### config.mk
export PLATFORM = sky130hd
export DESIGN_NAME = sram_port_arbiter
export DESIGN_NICKNAME = d
export VERILOG_FILES = /design/src/rtl/sram_port_arbiter.sv
export SDC_FILE = /design/constraint.sdc
export NUM_CORES = 1
export LEC_CHECK = 0
export CAP_MARGIN = 20
export CORE_AREA = 2 2 124 126
export DETAILED_ROUTE_END_ITERATION = 7
export DIE_AREA = 0 0 126 128
export GPL_TIMING_DRIVEN = 0
export PLACE_DENSITY_LB_ADDON = 0.15
export SLEW_MARGIN = 20
export SYNTH_ARGS = -nofsm -noshare
export SYNTH_HDL_FRONTEND = slang
export SYNTH_SLANG_ARGS = --single-unit
### constraint.sdc
create_clock -name clk -period 2.1 [get_ports clk]
set_input_delay 0.21 -clock clk [delete_from_list [all_inputs] [get_ports clk]]
set_output_delay 0.21 -clock clk [all_outputs]
set_load 0.005 [all_outputs]
### src/rtl/sram_port_arbiter.sv
// -----------------------------------------------------------------------------
// sram_port_arbiter
//
// Shares one sram-like memory port between the IF-stage instruction port
// (inst, owner 0) and the EX/MEM data port (data, owner 1). It sits between
// the CPU core and the sram-to-AXI bridge.
//
// Handshake semantics (applies to every port pair below):
//   A master raises *_sram_req with a stable payload and holds both until it
//   sees *_sram_addr_ok in the same cycle. The address phase completes on
//   mem_req & mem_addr_ok. Responses (mem_data_ok) arrive in acceptance order.
//   Each response is routed to its owner with zero latency via *_sram_data_ok.
//
// Ports:
//   clk, resetn                 clock, asynchronous active-low reset
//   inst_sram_* / data_sram_*   master-side request, payload, addr_ok, data_ok,
//                               rdata
//   mem_*                       shared slave-side port
//
// Parameters:
//   OST_DEPTH  maximum number of accepted-but-not-returned requests
//              (power of two, 2..16)
//   OST_PTR_W  log2(OST_DEPTH)
//
// Configuration macro:
//   SRAM_ARB_RR_EN  when defined, an unlocked grant with both masters
//                   requesting goes to the master that was not granted last.
//                   When undefined, fixed priority applies (data over inst).
// -----------------------------------------------------------------------------
module sram_port_arbiter #(
  parameter int OST_DEPTH = 4,
  parameter int OST_PTR_W = 2
) (
  input  logic        clk,
  input  logic        resetn,
  // instruction master
  input  logic        inst_sram_req,
  input  logic        inst_sram_wr,
  input  logic [1:0]  inst_sram_size,
  input  logic [3:0]  inst_sram_wstrb,
  input  logic [31:0] inst_sram_addr,
  input  logic [31:0] inst_sram_wdata,
  output logic        inst_sram_addr_ok,
  output logic        inst_sram_data_ok,
  output logic [31:0] inst_sram_rdata,
  // data master
  input  logic        data_sram_req,
  input  logic        data_sram_wr,
  input  logic [1:0]  data_sram_size,
  input  logic [3:0]  data_sram_wstrb,
  input  logic [31:0] data_sram_addr,
  input  logic [31:0] data_sram_wdata,
  output logic        data_sram_addr_ok,
  output logic        data_sram_data_ok,
  output logic [31:0] data_sram_rdata,
  // shared memory port
  output logic        mem_req,
  output logic        mem_wr,
  output logic [1:0]  mem_size,
  output logic [3:0]  mem_wstrb,
  output logic [31:0] mem_addr,
  output logic [31:0] mem_wdata,
  input  logic        mem_addr_ok,
  input  logic        mem_data_ok,
  input  logic [31:0] mem_rdata
);

  localparam logic [OST_PTR_W:0] DEPTH_CNT = (OST_PTR_W + 1)'(OST_DEPTH);

  // tag FIFO: one bit per outstanding request, holding its owner
  logic [OST_DEPTH-1:0] tag_mem;
  logic [OST_PTR_W-1:0] wr_ptr;
  logic [OST_PTR_W-1:0] rd_ptr;
  logic [OST_PTR_W:0]   count;

  // lock: remembers a granted-but-not-accepted owner so the grant cannot move
  logic lock_valid;
  logic lock_owner;

  logic grant;
  logic full;
  logic empty;
  logic push;
  logic pop;
  logic head;

`ifdef SRAM_ARB_RR_EN
  logic rr_last;
`endif

  assign full  = (count == DEPTH_CNT);
  assign empty = (count == '0);
  assign head  = tag_mem[rd_ptr];

  // Grant selection. Defaults to data whenever data requests; when nobody
  // requests the value is irrelevant because mem_req is low.
  always_comb begin
    grant = data_sram_req;
    if (lock_valid) begin
      grant = lock_owner;
    end
`ifdef SRAM_ARB_RR_EN
    else if (inst_sram_req && data_sram_req) begin
      grant = ~rr_last;
    end
`endif
  end

  // Issue is blocked while full, even if a pop happens in the same cycle;
  // this keeps the full path free of the mem_data_ok input.
  assign mem_req = (inst_sram_req | data_sram_req | lock_valid) & ~full;
  assign push    = mem_req & mem_addr_ok;
  assign pop     = mem_data_ok & ~empty;

  // Payload mux, zeroed while no request is issued.
  always_comb begin
    mem_wr    = 1'b0;
    mem_size  = 2'b00;
    mem_wstrb = 4'b0000;
    mem_addr  = 32'h0;
    mem_wdata = 32'h0;
    if (mem_req) begin
      if (grant) begin
        mem_wr    = data_sram_wr;
        mem_size  = data_sram_size;
        mem_wstrb = data_sram_wstrb;
        mem_addr  = data_sram_addr;
        mem_wdata = data_sram_wdata;
      end else begin
        mem_wr    = inst_sram_wr;
        mem_size  = inst_sram_size;
        mem_wstrb = inst_sram_wstrb;
        mem_addr  = inst_sram_addr;
        mem_wdata = inst_sram_wdata;
      end
    end
  end

  assign inst_sram_addr_ok = push & ~grant;
  assign data_sram_addr_ok = push & grant;

  // A response with an empty FIFO is dropped: pop stays low, so neither
  // data_ok asserts and no state moves.
  assign inst_sram_data_ok = pop & ~head;
  assign data_sram_data_ok = pop & head;
  assign inst_sram_rdata   = mem_rdata;
  assign data_sram_rdata   = mem_rdata;

  always_ff @(posedge clk or negedge resetn) begin
    if (!resetn) begin
      tag_mem    <= '0;
      wr_ptr     <= '0;
      rd_ptr     <= '0;
      count      <= '0;
      lock_valid <= 1'b0;
      lock_owner <= 1'b0;
    end else begin
      if (push) begin
        tag_mem[wr_ptr] <= grant;
        wr_ptr          <= wr_ptr + 1'b1;
      end
      if (pop) begin
        rd_ptr <= rd_ptr + 1'b1;
      end
      case ({push, pop})
        2'b10:   count <= count + 1'b1;
        2'b01:   count <= count - 1'b1;
        default: count <= count;
      endcase
      // Lock on an issued-but-refused request; release on acceptance. While
      // full nothing is issued, so an existing lock is simply held.
      if (mem_req && !mem_addr_ok) begin
        lock_valid <= 1'b1;
        lock_owner <= grant;
      end else if (push) begin
        lock_valid <= 1'b0;
      end
    end
  end

`ifdef SRAM_ARB_RR_EN
  always_ff @(posedge clk or negedge resetn) begin
    if (!resetn) begin
      rr_last <= 1'b0;
    end else if (push) begin
      rr_last <= grant;
    end
  end
`endif

endmodule

Yosys cells after proc, flatten, opt, wreduce, memory -nomap -nowiden
Cells that the tools add are included.
{"block": "totals", "register_bits": 13, "latchBits": 0, "ramBits": 0, "rom_bits": 0, "in_bits": 180, "out_inout_bits": 140, "mem_count": 0}
{"block": "classes", "n_addsub": 4, "n_mul": 0, "div": 0, "magnitude_cmp": 3, "eq_ne": 3, "n_shift": 0, "n_mux": 19, "bitwise_logic": 13, "n_reduce_logical": 6}
{"op": "32-bit two-way mux", "count": 4}
{"op": "4-bit two-way mux", "count": 2}
{"op": "1-bit bitwise AND", "count": 7}
{"op": "1-bit two-way mux", "count": 7}
{"op": "2-bit by 3-bit < comparator with 1-bit output, second input constant", "count": 2}
{"op": "3-bit case mux with 2 select lines", "count": 1}
{"op": "2-bit by 1-bit adder with 2-bit output, second input constant", "count": 2}
{"op": "4-bit bitwise mux", "count": 1}
{"op": "2-bit two-way mux", "count": 2}
{"op": "1-bit inverter", "count": 4}
{"op": "2-bit nonzero test", "count": 2}
{"op": "3-bit by 1-bit adder with 3-bit output, second input constant", "count": 1}
{"op": "3-bit == test, second input constant", "count": 1}
{"op": "3-bit logical NOT", "count": 1}
{"op": "3-bit by 1-bit subtractor with 3-bit output, second input constant", "count": 1}
{"op": "1-bit binary-select mux with 2-bit select", "count": 1}
{"op": "1-bit demux with 2-bit select", "count": 1}
{"op": "2-bit by 1-bit == test with 1-bit output, second input constant", "count": 1}
{"op": "2-bit == test, second input constant", "count": 1}
{"op": "2-bit by 1-bit greater-or-equal comparator with 1-bit output, second input constant", "count": 1}
{"op": "1-bit logical AND", "count": 2}
{"op": "1-bit bitwise OR", "count": 2}
{"op": "1-bit logical NOT", "count": 1}

Logic depth before layout (Yosys ltp)
Gate-level depths: netlist of run 1.
{"block": "logic_depth", "word_depth": 6, "mapped_depth": 9, "depth_no_buf": 8}

Worst setup path after synthesis of run 1
OpenSTA, ideal clock, no wires.
{"block": "synth_path", "kind": "register -> register", "start": "register count[0]", "end": "register count[2]", "setup_time_ns": 0.079, "arrival_ns": 1.927, "required_ns": 2.021, "slack_ns": 0.093, "stages_incl_launch_ff": 10, "path_buffers": 1, "synth_period_minus_slack_ns": 2.007, "path_cell_list": "dfrtp_1 -> nor3b_4 -> or3b_1 -> buf_6 -> ha_1 -> inv_1 -> fa_1 -> xor2_1 -> nor2_1 -> xor2_1"}
{"block": "synth_between", "elab_chain_cells": 6, "elab_cells_between_ends": 13}
{"element": "from (decl)", "line_no": "74", "source": "logic [OST_PTR_W:0] count;"}
{"element": "from (signal assigned)", "line_no": "166", "source": "2'b10: count <= count + 1'b1;"}
{"element": "from (signal assigned)", "line_no": "167", "source": "2'b01: count <= count - 1'b1;"}
{"element": "from (signal assigned)", "line_no": "168", "source": "default: count <= count;"}
{"element": "3-bit == test", "line_no": "91", "source": "assign full = (count == DEPTH_CNT);"}
{"element": "1-bit inverter", "line_no": "111", "source": "assign mem_req = (inst_sram_req | data_sram_req | lock_valid) & ~full;"}
{"element": "1-bit bitwise AND", "line_no": "111"}
{"element": "1-bit bitwise AND", "line_no": "112", "source": "assign push = mem_req & mem_addr_ok;"}
{"element": "2-bit by 1-bit == test with 1-bit output or 2-bit == test (tied branches)", "line_no": "165", "source": "case ({push, pop})"}
{"element": "3-bit case mux with 2 select lines or 2-bit nonzero test (tied branches)"}
Several ways; a longest one is shown, not always the timed one.
A chain may end at the register's enable or synchronous reset.

Worst setup path in the final report of run 1
{"block": "layout_path", "start": "register lock_valid", "end": "output inst_sram_addr_ok"}
{"block": "layout_between", "elab_chain_cells": 4, "elab_cells_between_ends": 6}
{"element": "from (decl)", "line_no": "77", "source": "logic lock_valid;"}
{"element": "from (signal assigned)", "line_no": "155", "source": "lock_valid <= 1'b0;"}
{"element": "from (signal assigned)", "line_no": "173", "source": "lock_valid <= 1'b1;"}
{"element": "from (signal assigned)", "line_no": "176", "source": "lock_valid <= 1'b0;"}
{"element": "1-bit bitwise OR", "line_no": "111"}
{"element": "1-bit bitwise AND", "line_no": "111"}
{"element": "1-bit bitwise AND", "line_no": "112"}
{"element": "1-bit bitwise AND *", "line_no": "139", "source": "assign inst_sram_addr_ok = push & ~grant;"}
{"element": "to (decl)", "line_no": "43", "source": "output logic inst_sram_addr_ok,"}
Every way passes the cells marked *; elsewhere a longest branch is shown, timed or not.

==> run summary, run 1 <==
Outcome - complete, no violations
Max frequency - 0.4887 GHz
IO Port Bufs - 287
# IOs - 320
Starting Density - 15.11%
Clk pwr share - 7.6%
Die H - 128 um
Vias/cell - 4.027
WP buf/inv - 4
RSZ-0062 raised after global routing - yes
Ys async rst share - 100.0%
Antenna cells - 0
DR pass1 iterations - 4
Endpoints failing setup - 0
Switching Fraction - 43.72%
Max Cap Violations - 0
Post-synth top cells - nand2_1, a21oi_1, buf_4
Number of synthesized flops with an enable pin - 0
Reg area - 329.1 um^2
Crit path required time - 1.89 ns
Yosys warnings - 0
Detail Placement HPWL - 11.53 mm
Startpoint types - flip-flop
Final Hold Viols - 0
Clk slew on worst S/H paths - 0.04 ns
Total wire length - 13.79 mm
Area occupied by multi-input gates - 1369 um^2
Max H-tree Level - 1
Core area - 14860 um^2
CP top delay family - buffers and inverters
Library cells used by synthesis - 25
Area contributors post-synth - nand2_1, buf_4, a21oi_1, dfrtp_1, buf_2
Slowest stage delay, CP - 0.43 ns
Synth area leader - nand2_1
CP most frequent cell - buf_6
Fraction of layout cells with a size suffix above 1 - 27.69%
Pleak - 2.570 nW
Seq/Total Area, Yosys - 14.48%
Worst-path fanout max - 4
Rel. slew slack - 59.40%
Kind of critical path - reg -> out
Grt total ovfl - 0
Slowest-stage cell, CP - or3b_4
Final hold slack - 0.3554 ns
Pwr Density - 857.1 nW/um^2
Min Tclk post-route - 2.046 ns
CTS Buffer Depth - 2
Post-Syn Area per Cell - 6.120 um^2
Iteration-0 DRC Markers - 70
Sink Count - 13
Initial antenna violation count - 0
Crit-path cells - buf_6 > nor3_4 > buf_6 > or3b_4 > buf_4 > nor2_1 > dlygate4sd2_1
Core Rows - 45
Final antenna-violating net count - 0
Synthesized Nets - 553
Largest net degree at the start of global routing - 14
Measured slew at the worst slew-check pin - 0.6070 ns
Clk_lat worst skew - 0.24 ns
Root Buffer - clkbuf_16
Num CTS Buffers - 3
Worst hold path class - in -> async
Cell area after synthesis - 2246 um^2
Switch Pwr - 2.074 mW
Most common cell in the netlist - nand2_1
Via count - 3491
Final Wtd Congestion - 0.8391
Vias in the first global route - 3560
Cell count after synthesis - 367
Hold buffers post-CTS - 0
Synth-to-Final Area Change - 146.4%
Top FF cell, synth - dfrtp_1
Routed len/inst - 15.91 um
Critical path endpoint category - output port
Fin Clk Skew - 0.001336 ns
Flop pwr share - 10.9%
Worst path arrival time - 1.84 ns
Power, Total - 4.742 mW
CTS tree - done
Fin crit share - 97.44%
VDD IR-drop max - 336.9 uV
Residual DRC count - 0
# fillers - 1584
Die width - 126 um
#FFs+latches synth - 13
Final Net Count - 866
Int Pwr - 2.669 mW
First-pass GRT wire length - 19.69 mm
Final slew viol count - 0
Tot GR Track Use - 15.54%
Top-area cell type share of the netlist area - 24.74%
Gate power share - 81.5%
Die area - 16130 um^2
cells by family (layout without fill, tap and decap cells):
family                   count (synthesis)  after routing  share of synthesized area (%)
AND/OR/NAND/NOR                        157            157                          27.63
buffers and inverters                   97            408                          29.08
AO/OA/AOI/OAI                           83             83                          19.72
flip-flops                              13             13                          14.48
adder cells (fa/ha/maj)                  6              6                          3.677
XOR/XNOR                                 6              6                          2.340
multiplexers                             5              6                          3.064
sequential cells by signal, indices dropped and copies added, names as in the netlist:
name,flops
tag_mem,4
count,3
rd_ptr,2
wr_ptr,2
lock_owner,1
lock_valid,1
power by group through the flow:
stage	sequential, mW	clock, mW	combinational [mW]
global placement	0.492	0	3.90
finish	0.519	0.359	3.86
detailed placement	0.499	0	3.91
global route	0.537	0.375	4.26
floorplan	0.471	0	1.68
CTS	0.508	0.367	3.89
worst paths after layout:
check,from,endpoint,slack [ns],depth (start not counted)
min in group clk,rd_ptr[1],rd_ptr[1],0.48,1
worst max register to register,lock_valid,count[2],0.08,10
max in group asynchronous,resetn,lock_valid,1.32,1
worst max-delay path,lock_valid,inst_sram_addr_ok,0.05,7
worst min register to register,rd_ptr[1],rd_ptr[1],0.48,1
worst min-delay path,resetn,count[2],0.36,1
metrics by stage:
step / TNS [ns] / instances / utilization (%) / setup WS (ns) / instance area [um^2]
finish: 0 / 867 / 37.22 / 0.05376 / 5533
global route: -0.2344 / 867 / 37.22 / -0.04577 / 5533
CTS: -0.2526 / 858 / 37.62 / -0.2356 / 5592
detailed placement: -41.32 / 842 / 36.02 / -0.7836 / 5354
global placement: -39.25 / 842 / 36.02 / -0.7675 / 5354
floorplan: 0 / 367 / - / 0.09343 / 2246
cells in the final DEF, fill, tap and decap left out, types with 2 or more instances in the layout:
master,n
clkdlybuf4s50_1,211
buf_8,2
inv_1,5
nor2_1,4
buf_6,10
clkbuf_16,3
dfrtp_2,3
dlygate4sd2_1,20
xnor2_1,4
clkdlybuf4s15_1,6
clkbuf_2,42
inv_2,2
xor2_1,2
a21oi_2,9
clkbuf_8,3
a21oi_1,62
dfrtp_1,10
o31ai_1,10
ha_1,4
buf_2,10
nand2_1,148
mux2_4,2
buf_4,91
metal layers:
metal	up-vias	wire, um	track usage [%]
li1	1741	-	-
met1	1542	5367	18.63
met2	197	6898	27.74
met3	11	1368	4.716
met4	0	157	2.780
met5	-	0	0
timing repair:
| action | in CTS | in global routing |
|---|---|---|
| cloned | 0 | 1 |
| setup buffers | 14 | 9 |
| pin swaps | 7 | 12 |
| endpoints found under the setup margin | 77 | 52 |
| gates resized for setup | 147 | 102 |
area by class of cell:
cell class	instances	area share, %
repair buffers	310	50.54
inverters	7	0.4749
well taps	188	4.251
flip-flops and latches	13	5.948
multi-input cells	258	24.74
clock buffers	4	1.425
plain buffers	87	12.62
No activity file was read; power rests on OpenSTA's default activity.
==> inputs of run 2 (changes only) <==
- CAP_MARGIN: 20 -> default
- REMOVE_ABC_BUFFERS: default -> 1
==> run 2 against run 1 <==
The flow now finishes with violations (setup timing). Final cell count shrank 15%. Flip-flop and latch count is the same. Clock-buffer cell count is the same. Non-clock buffer count shrank 133. Hold slack gained 0.0026 ns. Fmax shrank 2.9%. Critical path depth grew 4. Via count shrank 10%. Global-route usage grew 0.26 points. Utilization shrank 6.0 points. Clock power is essentially flat. First-iteration DRC count grew 86%. Critical path type is now reg -> reg. Critical endpoint is now count[2]. Largest cell class unchanged. Largest power group unchanged. Highest routed layer is now met5.
==> run summary, run 2 (synthesis gave the netlist of run 1 again) <==
Root Buffer - clkbuf_16
Worst hold path class - in -> async
Kind of critical path - reg -> reg
Tot GR Track Use - 15.80% (+0.26 points)
Final slew viol count - 0 (unchanged)
Fin crit share - 100.3% (+2.9 points)
Max Cap Violations - 0 (unchanged)
Die width - 126 um (unchanged)
PnR worst setup slack - -0.006967 ns (-0.06073 ns)
IO Port Bufs - 223 (-22%)
Inst Count DP - 693 (-18%)
Most frequent cells in the layout - nand2_1, clkdlybuf4s50_1, a21oi_1
Grt total ovfl - 0 (unchanged)
Endpoints failing setup - 1 (+1)
Die H - 128 um (unchanged)
Dpl ws - -0.6710 ns (+0.1125 ns)
Fin Clk Skew - 0.0004755 ns (-0.0008610 ns)
Worst path arrival time - 2.23 ns (+0.39 ns)
CTS tree - done
Post-Layout Cell Count - 734 (-15%)
Measured slew at the worst slew-check pin - 0.6157 ns (+0.008626 ns)
Iteration-0 DRC Markers - 130 (+86%)
Routed len/inst - 19.41 um (+22%)
Final core utilization - 31.24% (-6.0 points)
Via count - 3134 (-10%)
Outcome - finished with violations
Synth-to-Final Area Change - 106.7%
Max H-tree Level - 1 (unchanged)
Crit path required time - 2.22 ns (+0.33 ns)
Failing checks - setup timing
Min Tclk post-route - 2.107 ns (+0.06073 ns)
Max frequency - 0.4746 GHz (-2.9%)
Biggest regs - tag_mem x4, count x3
Critical path endpoint category - flip-flop
Placed cell areas - 4210 um^2 (-21%)
Detail Placement HPWL - 10.11 mm (-12%)
DR pass1 iterations - 4 (unchanged)
Clk_lat worst skew - 0.24 ns (about the same)
Num CTS Buffers - 3 (unchanged)
RSZ-0062 raised after global routing - yes
Pwr Density - 1049 nW/um^2 (+22%)
Die area - 16130 um^2 (unchanged)
Fraction of layout cells with a size suffix above 1 - 19.78% (-7.9 points)
Core Rows - 45 (unchanged)
Final Net Count - 733 (-15%)
# IOs - 320 (unchanged)
CTS Buffer Depth - 2 (unchanged)
Antenna cells - 0 (unchanged)
Final Hold Viols - 0 (unchanged)
Largest net degree at the start of global routing - 51 (+37)
Max reg flops - 4 (unchanged)
Final Cell Area - 4643 um^2 (-16%)
Final antenna-violating net count - 0 (unchanged)
Starting Density - 15.11% (unchanged)
Clk slew on worst S/H paths - 0.04 ns (about the same)
Sink Count - 13 (unchanged)
Biggest register - tag_mem
Final Wtd Congestion - 0.7331 (-13%)
Core area - 14860 um^2 (unchanged)
VDD IR-drop max - 322.0 uV (-4.4%)
Residual DRC count - 0 (unchanged)
Total wire length - 14.24 mm (+3.3%)
Startpoint types - flip-flop
Worst-path fanout max - 4 (unchanged)
Vias/cell - 4.270 (+6.0%)
First-pass GRT wire length - 19.22 mm (-2.3%)
Total negative slack - -0.006967 ns (-0.006967 ns)
Pleak - 2.068 nW (-20%)
Power, Total - 4.869 mW (+2.7%)
Final hold slack - 0.3579 ns (+0.002569 ns)
Vias in the first global route - 3139 (-12%)
Initial antenna violation count - 0 (unchanged)
Rel. slew slack - 58.83% (-0.58 points)
run 2: path summary, 6_finish.rpt:
path,cells after the start,slack [ns],end,start
hold / removal,1,0.36,rd_ptr[0],resetn
hold reg to reg,1,0.48,rd_ptr[1],rd_ptr[1]
max in group asynchronous,1,1.31,lock_valid,resetn
min in group clk,0,0.42,inst_sram_rdata[22],mem_rdata[22]
setup reg to reg,11,-0.007,count[2],lock_valid
setup / recovery,11,-0.007,count[2],lock_valid
run 2: worst max-delay path, stage by stage, from the launching register on:
cell	delay, ns
dfrtp_2	0.43
buf_6	0.12
nor3_4	0.03
buf_6	0.14
or3b_4	0.40
buf_6	0.13
ha_4	0.15
inv_2	0.05
fa_2	0.18
xor2_1	0.14
nor2_1	0.07
xor2_1	0.15
run 2: timing repair:
| action | 4_1_cts | 5_1_grt |
|---|---|---|
| endpoints found under the hold margin | 0 | 0 |
| buffers inserted | 22 | 9 |
| pin swaps | 6 | 3 |
| hold buffers | 0 | 0 |
| setup endpoints to repair | 77 | 15 |
| gates resized for setup | 105 | 89 |
| gates cloned | 4 | 2 |
run 2: cell type report:
type                            count  area [um^2]
Inverter                            7        26.28
Fill cell                        1663        10220
Multi-Input combinational cell    258         1395
Tap cell                          188        235.2
Sequential cell                    13        326.6
Timing Repair Buffer              264         2581
Clock buffer                        4        78.83
run 2: layer usage:
metal	GRT usage, %	vias to the layer above	wire (um)
met4	2.262	2	140
met1	19.40	1431	5962
met3	8.681	13	1730
met5	6.502	-	78
met2	24.29	213	6332
li1	-	1475	-
run 2: where the power goes:
| group | internal, mW | total [mW] | leakage [nW] | switching [mW] |
|---|---|---|---|---|
| Combinational | 2.12 | 4.00 | 1.87 | 1.88 |
| Sequential | 0.378 | 0.510 | 0.156 | 0.132 |
| Clock | 0.256 | 0.360 | 0.0382 | 0.104 |
